--- src/rtl/sar_sequencer.sv ---
// Round-robin scheduler for the 10-bit SAR core: channel select, calibration insertion, result stream.
// Optional build macro SARSEQ_AVG_EN: four conversions per data slot, averaged into one result.
module sar_sequencer #(
    parameter int NCH        = 4,
    parameter int CHW        = 2,
    parameter int CAL_PERIOD = 64,
    parameter int TIMEOUT    = 63
) (
    input  logic           clk,
    input  logic           rstn,
    input  logic           enable,
    input  logic [NCH-1:0] ch_mask,
    input  logic           cal_req,
    output logic           adc_en,
    output logic           adc_cal,
    input  logic           adc_valid,
    input  logic [9:0]     adc_result,
    output logic [CHW-1:0] ch_sel,
    output logic [9:0]     data,
    output logic [CHW-1:0] data_ch,
    output logic           data_valid,
    input  logic           data_ready,
    output logic           busy,
    output logic           cal_busy,
    output logic           err_timeout
);
    localparam int CNT_W = $clog2(CAL_PERIOD + 1);
    localparam int TMO_W = $clog2(TIMEOUT + 1);

    typedef enum logic [2:0] {
        S_SETTLE, S_IDLE, S_SELECT, S_ISSUE, S_WAIT_LO, S_WAIT_HI, S_OUT
    } state_t;

    state_t           state_q, state_d;
    logic             settle_q, settle_d;
    logic             en_prev_q;
    logic             cal_pending_q, cal_pending_d;
    logic             cal_op_q, cal_op_d;
    logic [CHW-1:0]   rr_q, rr_d;
    logic [CNT_W-1:0] conv_q, conv_d;
    logic [TMO_W-1:0] tmo_q, tmo_d;
    logic             adc_en_q, adc_en_d, adc_cal_q, adc_cal_d;
    logic [CHW-1:0]   ch_sel_q, ch_sel_d, data_ch_q, data_ch_d;
    logic [9:0]       data_q, data_d;
    logic             data_valid_q, data_valid_d;
    logic             busy_q, busy_d, cal_busy_q, cal_busy_d, err_q, err_d;
`ifdef SARSEQ_AVG_EN
    logic [11:0]      sum_q, sum_d, sum_nx;
    logic [1:0]       avg_cnt_q, avg_cnt_d;
`endif

    logic             en_rise, abort, found, tmo_expired;
    logic [CHW-1:0]   pick;
    logic [CHW:0]     idx;

    assign en_rise     = enable & ~en_prev_q;
    assign tmo_expired = (tmo_q == TMO_W'(TIMEOUT - 1));

    always_comb begin
        state_d       = state_q;
        settle_d      = settle_q;
        cal_pending_d = cal_pending_q | cal_req | en_rise;
        cal_op_d      = cal_op_q;
        rr_d          = rr_q;
        conv_d        = conv_q;
        tmo_d         = tmo_q;
        ch_sel_d      = ch_sel_q;
        data_d        = data_q;
        data_ch_d     = data_ch_q;
        data_valid_d  = data_valid_q;
        cal_busy_d    = cal_busy_q;
        err_d         = err_q;
        abort         = 1'b0;
`ifdef SARSEQ_AVG_EN
        sum_d         = sum_q;
        avg_cnt_d     = avg_cnt_q;
        sum_nx        = sum_q + {2'b00, adc_result};
`endif
        // First set mask bit strictly after the round-robin pointer, wrapping.
        pick  = rr_q;
        found = 1'b0;
        idx   = '0;
        for (int i = 1; i <= NCH; i++) begin
            idx = {1'b0, rr_q} + (CHW+1)'(i);
            if (idx >= (CHW+1)'(NCH)) idx = idx - (CHW+1)'(NCH);
            if (!found && ch_mask[idx[CHW-1:0]]) begin
                found = 1'b1;
                pick  = idx[CHW-1:0];
            end
        end

        case (state_q)
            S_SETTLE: begin
                if (settle_q) state_d = S_IDLE;
                else          settle_d = 1'b1;
            end
            S_IDLE: begin
                if (enable && (cal_pending_q || |ch_mask)) state_d = S_SELECT;
            end
            S_SELECT: begin
`ifdef SARSEQ_AVG_EN
                sum_d     = '0;
                avg_cnt_d = '0;
`endif
                if (cal_pending_q) begin
                    cal_op_d = 1'b1;
                    state_d  = S_ISSUE;
                end else if (found) begin
                    cal_op_d = 1'b0;
                    ch_sel_d = pick;
                    rr_d     = pick;
                    state_d  = S_ISSUE;
                end else begin
                    state_d = S_IDLE;
                end
            end
            S_ISSUE: begin
                tmo_d   = '0;
                state_d = S_WAIT_LO;
            end
            S_WAIT_LO: begin
                tmo_d = tmo_q + 1'b1;
                if (!adc_valid)       state_d = S_WAIT_HI;
                else if (tmo_expired) abort = 1'b1;
            end
            S_WAIT_HI: begin
                tmo_d = tmo_q + 1'b1;
                if (adc_valid) begin
                    if (cal_op_q) begin
                        cal_pending_d = cal_req | en_rise;
                        conv_d        = '0;
                        cal_busy_d    = 1'b0;
                        state_d       = (enable && (cal_pending_d || |ch_mask)) ? S_SELECT : S_IDLE;
                    end else begin
`ifdef SARSEQ_AVG_EN
                        if (avg_cnt_q == 2'd3) begin
                            data_d       = sum_nx[11:2];
                            data_ch_d    = ch_sel_q;
                            data_valid_d = 1'b1;
                            conv_d       = conv_q + 1'b1;
                            state_d      = S_OUT;
                        end else begin
                            sum_d     = sum_nx;
                            avg_cnt_d = avg_cnt_q + 2'd1;
                            state_d   = S_ISSUE;
                        end
`else
                        data_d       = adc_result;
                        data_ch_d    = ch_sel_q;
                        data_valid_d = 1'b1;
                        conv_d       = conv_q + 1'b1;
                        state_d      = S_OUT;
`endif
                    end
                end else if (tmo_expired) begin
                    abort = 1'b1;
                end
            end
            S_OUT: begin
                if (data_ready) begin
                    data_valid_d = 1'b0;
                    if (conv_q == CNT_W'(CAL_PERIOD)) cal_pending_d = 1'b1;
                    state_d = (enable && (cal_pending_d || |ch_mask)) ? S_SELECT : S_IDLE;
                end
            end
            default: state_d = S_IDLE;
        endcase

        // A timed-out op is dropped whole; a pending calibration stays pending.
        if (abort) begin
            err_d      = 1'b1;
            cal_busy_d = 1'b0;
            state_d    = S_IDLE;
`ifdef SARSEQ_AVG_EN
            avg_cnt_d  = '0;
            sum_d      = '0;
`endif
        end

        adc_en_d  = (state_d == S_ISSUE);
        adc_cal_d = adc_en_d & cal_op_d;
        if (adc_en_d && cal_op_d) cal_busy_d = 1'b1;
        busy_d    = (state_d != S_IDLE);
    end

    always_ff @(posedge clk or negedge rstn) begin
        if (!rstn) begin
            state_q       <= S_SETTLE;
            settle_q      <= 1'b0;
            en_prev_q     <= 1'b0;
            cal_pending_q <= 1'b1;
            cal_op_q      <= 1'b0;
            rr_q          <= CHW'(NCH - 1);
            conv_q        <= '0;
            tmo_q         <= '0;
            adc_en_q      <= 1'b0;
            adc_cal_q     <= 1'b0;
            ch_sel_q      <= '0;
            data_q        <= '0;
            data_ch_q     <= '0;
            data_valid_q  <= 1'b0;
            busy_q        <= 1'b0;
            cal_busy_q    <= 1'b0;
            err_q         <= 1'b0;
`ifdef SARSEQ_AVG_EN
            sum_q         <= '0;
            avg_cnt_q     <= '0;
`endif
        end else begin
            state_q       <= state_d;
            settle_q      <= settle_d;
            en_prev_q     <= enable;
            cal_pending_q <= cal_pending_d;
            cal_op_q      <= cal_op_d;
            rr_q          <= rr_d;
            conv_q        <= conv_d;
            tmo_q         <= tmo_d;
            adc_en_q      <= adc_en_d;
            adc_cal_q     <= adc_cal_d;
            ch_sel_q      <= ch_sel_d;
            data_q        <= data_d;
            data_ch_q     <= data_ch_d;
            data_valid_q  <= data_valid_d;
            busy_q        <= busy_d;
            cal_busy_q    <= cal_busy_d;
            err_q         <= err_d;
`ifdef SARSEQ_AVG_EN
            sum_q         <= sum_d;
            avg_cnt_q     <= avg_cnt_d;
`endif
        end
    end

    assign adc_en      = adc_en_q;
    assign adc_cal     = adc_cal_q;
    assign ch_sel      = ch_sel_q;
    assign data        = data_q;
    assign data_ch     = data_ch_q;
    assign data_valid  = data_valid_q;
    assign busy        = busy_q;
    assign cal_busy    = cal_busy_q;
    assign err_timeout = err_q;

endmodule

--- config.mk ---
export PLATFORM = sky130hd
export DESIGN_NAME = sar_sequencer
export DESIGN_NICKNAME = d
export VERILOG_FILES = /design/src/rtl/sar_sequencer.sv
export SDC_FILE = /design/constraint.sdc
export NUM_CORES = 1
export LEC_CHECK = 0
export CORE_MARGIN = 4
export CORE_UTILIZATION = 51
export DETAILED_ROUTE_END_ITERATION = 12
export MAX_ROUTING_LAYER = met4
export PLACE_DENSITY = 0.79
export SYNTH_ARGS = -nofsm -noshare
export SYNTH_HDL_FRONTEND = slang
export SYNTH_SLANG_ARGS = --single-unit
--- constraint.sdc ---
create_clock -name clk -period 2.4 [get_ports clk]
set_input_delay 0.36 -clock clk [delete_from_list [all_inputs] [get_ports clk]]
set_output_delay 0.36 -clock clk [all_outputs]
set_load 0.01 [all_outputs]
; Word-level counts from Yosys, hierarchy flattened
; Cells that the tools add are included.
[word_totals]
out_inout_bits = 20
ff_bits = 42
inputBits = 20
wordCells = 139
[classes]
n_lt_le_gt_ge = 8
n_mux = 57
add_sub_neg = 10
n_bitwise = 8
n_eq_ne = 13
n_reduce_logical = 26
[ops]
columns = op, count
row1 = $mux W1, 28
row2 = $mux W2, 12
row3 = $mux W3, 7
row4 = $pmux W3 S7, 1
row5 = $ge A3 B3 Y1 const B, 4
row6 = $lt A2 B3 Y1 const B, 4
row7 = $pmux W6 S2, 1
row8 = $eq A3 B2 Y1 const B, 3
row9 = $eq A3 B3 Y1 const B, 3
row10 = $reduce_and A3 Y1, 3
row11 = $reduce_bool A3 Y1, 3
row12 = $bmux W1 S2, 4
row13 = $sub A2 B1 Y2 const B, 4
row14 = $add A7 B1 Y7 const B, 1
row15 = $eq A7 B7 Y1 const B, 1
row16 = $logic_and A1 B1 Y1, 7
row17 = $mux W7, 1
row18 = $add A2 B2 Y3 const B, 2
row19 = $add A6 B1 Y6 const B, 1
row20 = $eq A6 B6 Y1 const B, 1
row21 = $ne A2 B2 Y1 const B, 3
row22 = $pmux W1 S2, 3
row23 = $reduce_and A4 Y1, 1
row24 = $reduce_bool A2 Y1, 2
row25 = 13 further kinds, 22

; Logic depth before layout (Yosys ltp)
; Gate-level depths: netlist of the first run.
[depth]
ltp_word = 23
depth_mapped = 7
ltp_nobuf = 7

; Worst setup path after synthesis of the first run
; Ideal clock, no wire load.
[synth_path]
kind = input to register
from = input port ch_mask[3]
to = register busy_q (netlist: busy)
arrival_ns = 1.870
required_time_ns = 2.276
setup_slack_ns = 0.406
path_buffers = 1
stages = 6
setup_ns = 0.124
path_cell_list = or4_4 -> buf_6 -> o31ai_4 -> a21oi_1 -> a2111o_1 -> a211o_1
[synth_via]
elab_chain_len = 17
word_cells_on_any_way = 36
cone_classes = eq/ne (1) / mux (22) / reduce/logical (13)
[synth_rtl]
columns = item, line_no
row1 = start: declaration, 12  ; input logic [NCH-1:0] ch_mask,
row2 = $bmux W1 S2, 86  ; if (!found && ch_mask[idx[CHW-1:0]]) begin
row3 = $mux W1 (implied by the code), 86
row4 = $mux W1, 86
row5 = $logic_not A1 Y1, 86
row6 = $logic_and A1 B1 Y1, 86
row7 = $mux W1, 86
row8 = $logic_not A1 Y1, 86
row9 = $logic_and A1 B1 Y1, 86
row10 = (+3 left out), n/a
row11 = $mux W1, 86
row12 = $mux W2, 108  ; end else if (found) begin
row13 = $mux W2, 105  ; if (cal_pending_q) begin
row14 = $pmux W3 S7 (*), 92  ; case (state_q)
row15 = $mux W3 (*), 170  ; if (abort) begin
row16 = via state_d[1], 34  ; state_t state_q, state_d;
row17 = $ne A3 B1 Y1 (*), 183  ; busy_d = (state_d != S_IDLE);
row18 = via busy_d, 46  ; logic busy_q, busy_d, cal_busy_q, cal_busy_d, err_q, err_d;
row19 = end signal: assignment, 224  ; busy_q <= busy_d;
row20 = end: declaration, 46
; The timed path passes the listed nets; every way through them passes the cells marked *. The select of a mux whose other input is x is not followed.
; A chain may end at the register's enable or synchronous reset.

; Worst setup path in the final report of the first run
; Same ends and word-level chain as after synthesis.

==> impl_metrics.ini, run 1 <==
[finish]
mostFrequentLayoutCells = dfrtp_1, clkdlybuf4s50_1, nand2_1, nor2_1
net_count_of_the_finished_layout = 273
area_growth_syn_to_layout_pct = 29.4
final_layout_size_suffix_gt1_share_pct = 11.6
num_antenna_cells = 0
post-route-cell-area_um2 = 2630
layout_commonest_cell = dfrtp_1
final_core_util_pct = 70.1

[global_route]
global_route.overflow_total = 0
grt_pass1_wl_mm = 7.23
antenna_found_initial = 0
first_global_vias = 1614
grt_max_degree = 29
grt_util_all_layers_pct = 18.5

[pwr]
power.share.clock_pct = 16.9
intPower_mw = 1.77
worst_ir_drop_vdd_uv = 730
switchingPower_uw = 950
sequentialPowerShare_pct = 44.3
static-leakage-power_nw = 1.14
power_per_cell_area_nw_per_um2 = 1040
p_total_mw = 2.72
combinationalPowerShare_pct = 38.8
power.switching_fraction_pct = 34.9

[drt]
drt-initial-drc-count = 116
routed-via-count = 1645
ant_nets = 0
drt-vias-per-instance = 5.52
post-route-drc-count = 0
detail_route.wl_per_cell_um = 14.1
detail_route.first_pass.iterations = 4
totalWireLength_mm = 4.21

[synth]
synthDominantAreaCellType = dfrtp_1
synth_cell_types = 41
top_area_cells_in_the_synthesized_netlist = dfrtp_1, mux2_1, nand2_1
synth_area_um2 = 2030
seq_area_frac_synth_pct = 52.0
count_of_yosys_warnings_during_synthesis = 0
synth.net_count = 222
synth_async_sr_flop_share_pct = 100
synthesis.area_per_instance_um2 = 10.2
ys_ff_latch = 42
syn_inst = 198
count_of_flip_flops_with_a_built_in_enable_after_synthesis = 0
synth_top_flop_cell = dfrtp_1
synth_top_area_share_pct = 48.1

[floorplanning]
die_height_um = 71.1
fp-row-count = 22
start_util_pct = 54.2
design.portCount = 40
die_width_um = 71.1
placeableCoreArea_um2 = 3740
die_area_um2 = 5050

[setup_path]
timing.critical_path.from_type = input pin
path_class = in2reg
critical_path_arrival_ns = 2.36
timing.critical_path.fanout_max = 5
worst_setup_path_end_kind = register
critical_path_required_ns = 2.58

[placed_design]
routabilityCongestion = 0.944
dp_hpwl_mm = 3.03
place.port_buffers = 39
dpl_cell_area_um2 = 2520

[timing]
max_freq_mhz = 459
worst_slew_pin_slew_ns = 0.418
finalHoldViolCount = 0
hold-worst-slack_ns = 0.462
slew_viol_final = 0
timing.final.crit_share_pct = 90.8
setup_violating_endpoint_count_in_the_final_report = 0
timing.clock.skew_ns = 0.00370
normalized_max_slew_margin_pct = 72.1
rsz0062_at_grt = no
post-route-min-period_ns = 2.18
setup_tns_ns = 0

[worst_hold_path]
holdCritPathClass = reg2reg

[cts]
cts_root_buffer = clkbuf_8
clkSlewWorstSetupHoldPaths_ns = 0.07
cts_max_level = 2
cts.path.max_buffers = 2
post_cts_resized = 0
clk_latency_ns = 0.29
post-cts-setup-buffers = 0
clock_sink_count = 42
cts-buffers-inserted = 5
clock_tree_from_tritoncts = built

[job]
max_cap_viol_count = 0

[outcome]
status = complete, no violations
-- power groups by stage --
stage | Sequential (mW) | Clock [mW] | Combinational, mW
final | 1.20 | 0.460 | 1.06
after global routing | 1.26 | 0.510 | 1.16
after CTS | 1.20 | 0.481 | 1.06
after detailed placement | 1.21 | 0 | 1.05
after global placement | 1.21 | 0 | 1.03
after floorplan | 1.19 | 0 | 0.583
-- cell usage after synthesis (all sizes together) (2+ instances only) --
master and number:
a21oi 10, or2 2, ha 4, nand3 12, dfstp 3, nand2b 8
clkbuf 6, a31oi 2, mux2 14, inv 7, dfrtp 39, nor2b 2
nor2 15, nor4 3, mux2i 4, nand4 3, o21a 3, nand2 22
nor3 5, buf 2, o21ai 15
-- worst max-delay path, cell delays in order --
cell and delay (ns):
clkdlybuf4s50_1 0.42, or4_4 0.59, nor4_1 0.30, a21oi_1 0.12, a2111o_1 0.34, a211o_1 0.24
-- state kept, by name, indices dropped and copies added (netlist names), 2 cells and up --
signal	flops
data	10
state_q	3
data_ch	2
ch_sel	2
rr_q	2
conv_q	7
tmo_q	6
-- final cells by class --
cell class                 count  area, um^2
clock buffer                   8        90.1
fill                         294        1120
inverter                       7        26.3
multi-input combinational    141         908
sequential                    42        1050
tap                           48        60.1
timing repair buffer          52         485
-- what timing repair did --
action                                  CTS  global route
endpoints found under the hold margin    14             0
endpoints found under the setup margin    0             0
hold buffers                              1             0
-- cell families (layout without fill, tap and decap cells) --
family / count (synthesis) / in the layout / share of synthesized area (%)
adder cells (fa/ha/maj): 4 / 4 / 2.47
multiplexers: 18 / 18 / 9.75
flip-flops: 42 / 42 / 52.0
XOR/XNOR: 1 / 1 / 0.432
AO/OA/AOI/OAI: 41 / 41 / 13.4
buffers and inverters: 15 / 67 / 3.21
AND/OR/NAND/NOR: 77 / 77 / 18.8
-- metal layers --
layer / track usage [%] / wire [um] / share of wire [%] / up-vias
li1: - / - / - / 803
met1: 22.7 / 1910 / 45 / 782
met2: 30.2 / 2050 / 49 / 54
met3: 5.26 / 211 / 5.0 / 6
met4: 4.38 / 32 / 0.76 / 0
met5: - / 0 / 0 / -
-- through the flow --
stage,instances,setup slack (ns)
after floorplan,198,0.406
after global placement,289,-0.0196
after detailed placement,289,-0.0417
after CTS,298,0.261
after global routing,298,0.158
final,298,0.220
-- worst paths after layout --
check / from / end / slack, ns / depth (start not counted)
max: ch_mask[3] / busy / 0.22 / 6
min: err_timeout / err_timeout / 0.46 / 1
max reg2reg: state_q[1] / ch_sel[1] / 0.49 / 4
min reg2reg: err_timeout / err_timeout / 0.46 / 1
max in group asynchronous: rstn / rr_q[0] / 1.17 / 3
min in group asynchronous: rstn / data_ch[1] / 0.51 / 2
Power figures use the tool's default switching activity.
==> run 2, diff against run 1 <==
--- a/config.mk
+++ b/config.mk
@@ -5,8 +5,10 @@
 export SDC_FILE = /design/constraint.sdc
 export NUM_CORES = 1
 export LEC_CHECK = 0
+export CELL_PAD_IN_SITES_DETAIL_PLACEMENT = 1
+export CELL_PAD_IN_SITES_GLOBAL_PLACEMENT = 2
 export CORE_MARGIN = 4
-export CORE_UTILIZATION = 51
+export CORE_UTILIZATION = 32
 export DETAILED_ROUTE_END_ITERATION = 12
 export MAX_ROUTING_LAYER = met4
 export PLACE_DENSITY = 0.79
==> run 2 against run 1 <==
  * First-iteration DRC count shrank 57%
  * Hold slack lost 0.34 ns
  * Worst setup slack gained 0.036 ns
  * Clock skew grew 0.0032 ns
  * Cell area grew 2.0%
  * Critical path type unchanged
  * Highest routed layer unchanged
==> impl_metrics.ini, run 2 (same netlist as run 1, synthesis figures left out) <==
[pwr]
intPower_mw = 1.85
power_per_cell_area_nw_per_um2 = 1060
sequentialPowerShare_pct = 43.5
combinationalPowerShare_pct = 36.9
power.share.clock_pct = 19.6
power.switching_fraction_pct = 34.6
switchingPower_uw = 978
static-leakage-power_nw = 1.14
worst_ir_drop_vdd_uv = 389

[setup_path]
critPathSlowestCell = or4_4
reg2reg_slack_ns = 0.57
critical_path_required_ns = 2.58
path_class = in2reg
timing.critical_path.fanout_max = 5
crit_path_max_incr_delay_ns = 0.59
worst_setup_path_end_kind = register
r2r-start = state_q[2]
critical_path_arrival_ns = 2.33
cp_cell_sequence = clkdlybuf4s50_1 -> or4_4 -> o31ai_4 -> a21oi_1 -> a2111o_1 -> a211o_1
r2r_cells = 5
critPathBufInv = 1
worst_path_dominant_cell_family = compound AO/OA/AOI/OAI gates
reg2reg_to = busy
timing.critical_path.from_type = input pin

[timing]
timing.final.crit_share_pct = 89.3
finalHoldViolCount = 0
slew_viol_final = 0
worst_slew_pin_slew_ns = 0.549
hold-worst-slack_ns = 0.124
setup_tns_ns = 0
timing.clock.skew_ns = 0.00689
normalized_max_slew_margin_pct = 63.4
setup_violating_endpoint_count_in_the_final_report = 0
max_freq_mhz = 466
rsz0062_at_grt = no
post-route-min-period_ns = 2.14

[cts]
clock_tree_from_tritoncts = built
clock_sink_count = 42
clkSlewWorstSetupHoldPaths_ns = 0.08
cts.path.max_buffers = 2
cts-buffers-inserted = 5
cts_max_level = 2
post_cts_resized = 0
post-cts-setup-buffers = 0
cts_root_buffer = clkbuf_8
ctsHoldBuffers = 0
clk_latency_ns = 0.29

[floorplanning]
die_height_um = 87.6
start_util_pct = 33.7
design.portCount = 40
die_area_um2 = 7680
fp-row-count = 28
die_width_um = 87.6
placeableCoreArea_um2 = 6030

[drt]
ant_nets = 0
totalWireLength_mm = 4.70
routed-via-count = 1633
drt-initial-drc-count = 50
post-route-drc-count = 0
drt-vias-per-instance = 5.02
detail_route.first_pass.iterations = 4
detail_route.wl_per_cell_um = 14.5

[finish]
num_antenna_cells = 0
fillCellCount = 703
final_layout_size_suffix_gt1_share_pct = 12.4
mostFrequentLayoutCells = dfrtp_1, clkdlybuf4s50_1, nand2_1, nor2_1, buf_4
net_count_of_the_finished_layout = 273
largest_register_ff_count = 10
area_growth_syn_to_layout_pct = 32.0
layout_commonest_cell = dfrtp_1

[global_route]
grt_util_all_layers_pct = 14.6
global_route.overflow_total = 0
first_global_vias = 1649
grt_pass1_wl_mm = 8.45
grt_max_degree = 43
antenna_found_initial = 0

[job]
max_cap_viol_count = 0

[outcome]
status = complete, no violations

[placed_design]
routabilityCongestion = 0.866
dp_hpwl_mm = 3.50
place.port_buffers = 39

[worst_hold_path]
holdCritPathClass = in2async
[run 2: changes by cell type in the layout (fill, tap and decap cells not counted)]
| cell | delta |
|---|---|
| clkinvlp_4 | +1 |
| buf_4 | +1 |
| bufinv_16 | +1 |
| clkbuf_8 | -1 |
| dlygate4sd3_1 | -1 |
| clkbuf_1 | -1 |
[run 2: layout make-up]
cell class                 count  area (um^2)  area share, %
sequential                    42         1050           39.4
multi-input combinational    141          908           33.9
tap                           75         93.8           3.51
timing repair buffer          52          483           18.0
clock inverter                 2         37.5           1.40
inverter                       7         26.3          0.982
clock buffer                   6         72.6           2.71
[run 2: metal layers]
layer / global-route usage [%] / routed length (um) / vias up
met3: 2.92 / 130 / 6
met1: 19.7 / 2250 / 800
met4: 5.02 / 72 / 0
met5: - / 0 / -
met2: 21.9 / 2250 / 22
li1: - / - / 805
[run 2: metrics by stage]
stage                     worst slack (ns)  area (um^2)  power, mW  util [%]  instances
final                                0.256         2680       2.83      44.4        325
after global routing                 0.208         2680       3.08      44.4        325
after CTS                            0.266         2680       2.88      44.4        325
after detailed placement           -0.0639         2570       2.31      42.6        317
after global placement             -0.0244         2570       2.29      42.6        317
after floorplan                      0.406         2030       1.77         -        198
[run 2: power by group through the flow]
| stage | Combinational, mW | Clock (mW) | Sequential [mW] |
|---|---|---|---|
| 4_1_cts | 1.07 | 0.585 | 1.23 |
| 3_5_place_dp | 1.06 | 0 | 1.25 |
| 5_1_grt | 1.17 | 0.620 | 1.29 |
| 3_3_place_gp | 1.05 | 0 | 1.24 |
| 2_1_floorplan | 0.583 | 0 | 1.19 |
| 6_report | 1.04 | 0.555 | 1.23 |
[run 2: worst max path at each step]
stage,startpoint,endpoint,slack [ns],depth (start not counted)
2_1_floorplan,ch_mask[3],busy,0.41,6
3_3_place_gp,ch_mask[3],busy,-0.02,6
3_5_place_dp,ch_mask[3],busy,-0.06,6
4_1_cts,ch_mask[3],busy,0.27,6
5_1_grt,ch_mask[3],busy,0.21,6
6_report,ch_mask[3],busy,0.26,6
[run 2: worst register-to-register path, delay by kind of cell (launching register included)]
family | cells | cell delay (ns)
and+or+nand+nor | 2 | 0.65
DFF | 1 | 0.55
AOI/OAI and AO/OA | 3 | 0.52
==> run 3, diff against run 2 <==
--- a/config.mk
+++ b/config.mk
@@ -8,10 +8,11 @@
 export CELL_PAD_IN_SITES_DETAIL_PLACEMENT = 1
 export CELL_PAD_IN_SITES_GLOBAL_PLACEMENT = 2
 export CORE_MARGIN = 4
-export CORE_UTILIZATION = 32
+export CORE_UTILIZATION = 33
+export CTS_BUF_LIST = sky130_fd_sc_hd__clkbuf_8
 export DETAILED_ROUTE_END_ITERATION = 12
 export MAX_ROUTING_LAYER = met4
-export PLACE_DENSITY = 0.79
+export PLACE_DENSITY = 0.81
 export SYNTH_ARGS = -nofsm -noshare
 export SYNTH_HDL_FRONTEND = slang
 export SYNTH_SLANG_ARGS = --single-unit
==> run 3 against run 2 <==
  * Core utilization is 0.19 points lower
  * Combinational power hardly changed
  * Sequential share of layout area is 0.64 points higher
  * Non-clock buffer count is 3 lower
  * Cell count is 0.92% lower
  * Clock-buffer cell count is 1 lower
  * Clock skew hardly changed
  * Critical path type unchanged
  * Largest power group unchanged
==> impl_metrics.ini, run 3 (same netlist as run 1, synthesis figures left out) <==
[outcome]
status = complete, no violations

[setup_path]
worst_setup_path_end_kind = register
cpMostUsedCell = o21ai_1
timing.critical_path.fanout_max = 5
critical_path_arrival_ns = 2.42
crit_path_max_incr_delay_ns = 0.61
critPathSlowestCell = or4_4
critical_path_required_ns = 2.59
cp_cell_sequence = clkdlybuf4s50_1 -> or4_4 -> o21ai_1 -> o21ai_1 -> a2111o_1 -> a211o_1
path_class = in2reg
timing.critical_path.from_type = input pin

[pwr]
power_per_cell_area_nw_per_um2 = 1040
worst_ir_drop_vdd_uv = 449
static-leakage-power_nw = 1.12

[finish]
mostFrequentLayoutCells = dfrtp_1, clkdlybuf4s50_1, nand2_1, nor2_1, nand3_1
net_count_of_the_finished_layout = 270
layoutNonFillerInstCount = 322
final_core_util_pct = 44.2
largest_register_ff_count = 10
num_antenna_cells = 0
area_growth_syn_to_layout_pct = 29.9
final_layout_size_suffix_gt1_share_pct = 11.7
layout_commonest_cell = dfrtp_1

[global_route]
grt_max_degree = 29
global_route.overflow_total = 0
first_global_vias = 1687
grt_util_all_layers_pct = 14.2
antenna_found_initial = 0
grt_pass1_wl_mm = 8.27

[drt]
totalWireLength_mm = 4.78
routed-via-count = 1640
detail_route.wl_per_cell_um = 14.8
post-route-drc-count = 0
drt-vias-per-instance = 5.09
detail_route.first_pass.iterations = 4
drt-initial-drc-count = 57
ant_nets = 0

[worst_hold_path]
holdCritPathClass = in2async

[cts]
post_cts_resized = 0
ctsHoldBuffers = 0
clock_sink_count = 42
cts_max_level = 2
post-cts-setup-buffers = 0
cts_root_buffer = clkbuf_8
cts.path.max_buffers = 2
clk_latency_ns = 0.29
clkSlewWorstSetupHoldPaths_ns = 0.09
clock_tree_from_tritoncts = built
cts-buffers-inserted = 5

[floorplanning]
placeableCoreArea_um2 = 5960
design.portCount = 40
die_height_um = 86.4
die_area_um2 = 7460
start_util_pct = 34.1
fp-row-count = 28
die_width_um = 86.4

[placed_design]
detailedPlace.worstSlack_ns = -0.130
routabilityCongestion = 0.789
dp_hpwl_mm = 3.65
place.port_buffers = 39
numPlacedInstances = 314

[timing]
normalized_max_slew_margin_pct = 59.0
slew_viol_final = 0
finalHoldViolCount = 0
post-route-min-period_ns = 2.23
timing.clock.skew_ns = 0.00675
final.setup.worst_slack_ns = 0.166
rsz0062_at_grt = no
worst_slew_pin_slew_ns = 0.615
max_freq_mhz = 448
setup_violating_endpoint_count_in_the_final_report = 0
timing.final.crit_share_pct = 93.1

[job]
max_cap_viol_count = 0
[run 3: cell count changes in the layout (fill, tap and decap cells not counted), sizes merged]
cell	previous run	this run
clkinv	0	2
bufinv	1	0
buf	14	11
clkbuf	6	5
[run 3: report_power, final]
part | leakage, nW | switching (mW) | total [mW] | internal (mW)
logic | 0.559 | 0.473 | 1.04 | 0.572
registers | 0.519 | 0.265 | 1.22 | 0.959
clock network | 0.0441 | 0.253 | 0.458 | 0.204
[run 3: worst max-delay path: cells and delay by family]
kind | cells | cell delay [ns]
compound gates | 4 | 1.00
buf+inv | 1 | 0.45
simple gates | 1 | 0.61
[run 3: routing by layer]
metal / GRT usage, % / routed length (um) / up-vias
met2: 23.8 / 2500 / 17
met1: 17.6 / 2110 / 820
met3: 2.47 / 106 / 4
met4: 4.39 / 56 / 0
met5: - / 0 / -
li1: - / - / 799
[run 3: area by class of cell]
| type | instances | area, um^2 |
|---|---|---|
| clock buffer | 5 | 68.8 |
| clock inverter | 3 | 21.3 |
| fill | 690 | 3320 |
| inverter | 7 | 26.3 |
| multi-input combinational | 141 | 908 |
| sequential | 42 | 1050 |
| tap | 75 | 93.8 |
| timing repair buffer | 49 | 460 |
[run 3: worst paths after layout]
kind                            slack (ns)       start  cells past startpoint             to
worst max-delay path                  0.17  ch_mask[3]                      6           busy
worst min-delay path                  0.07        rstn                      1     data_ch[0]
worst max register to register        0.44  state_q[1]                      4      ch_sel[1]
worst min register to register        0.47    settle_q                      1       settle_q
max in group asynchronous             1.68        rstn                      2  cal_pending_q
min in group clk                      0.47    settle_q                      1       settle_q
[run 3: per-stage QoR]
| stage | setup TNS [ns] | total power [mW] | hold slack (ns) | area [um^2] |
|---|---|---|---|---|
| 6_report | 0 | 2.73 | 0.0672 | 2630 |
| 5_1_grt | 0 | 2.95 | 0.107 | 2630 |
| 4_1_cts | 0 | 2.78 | 0.0811 | 2630 |
| 3_5_place_dp | -0.130 | 2.30 | 0.414 | 2540 |
| 3_3_place_gp | -0.0607 | 2.27 | 0.417 | 2540 |
| 2_1_floorplan | 0 | 1.77 | 0.0644 | 2030 |
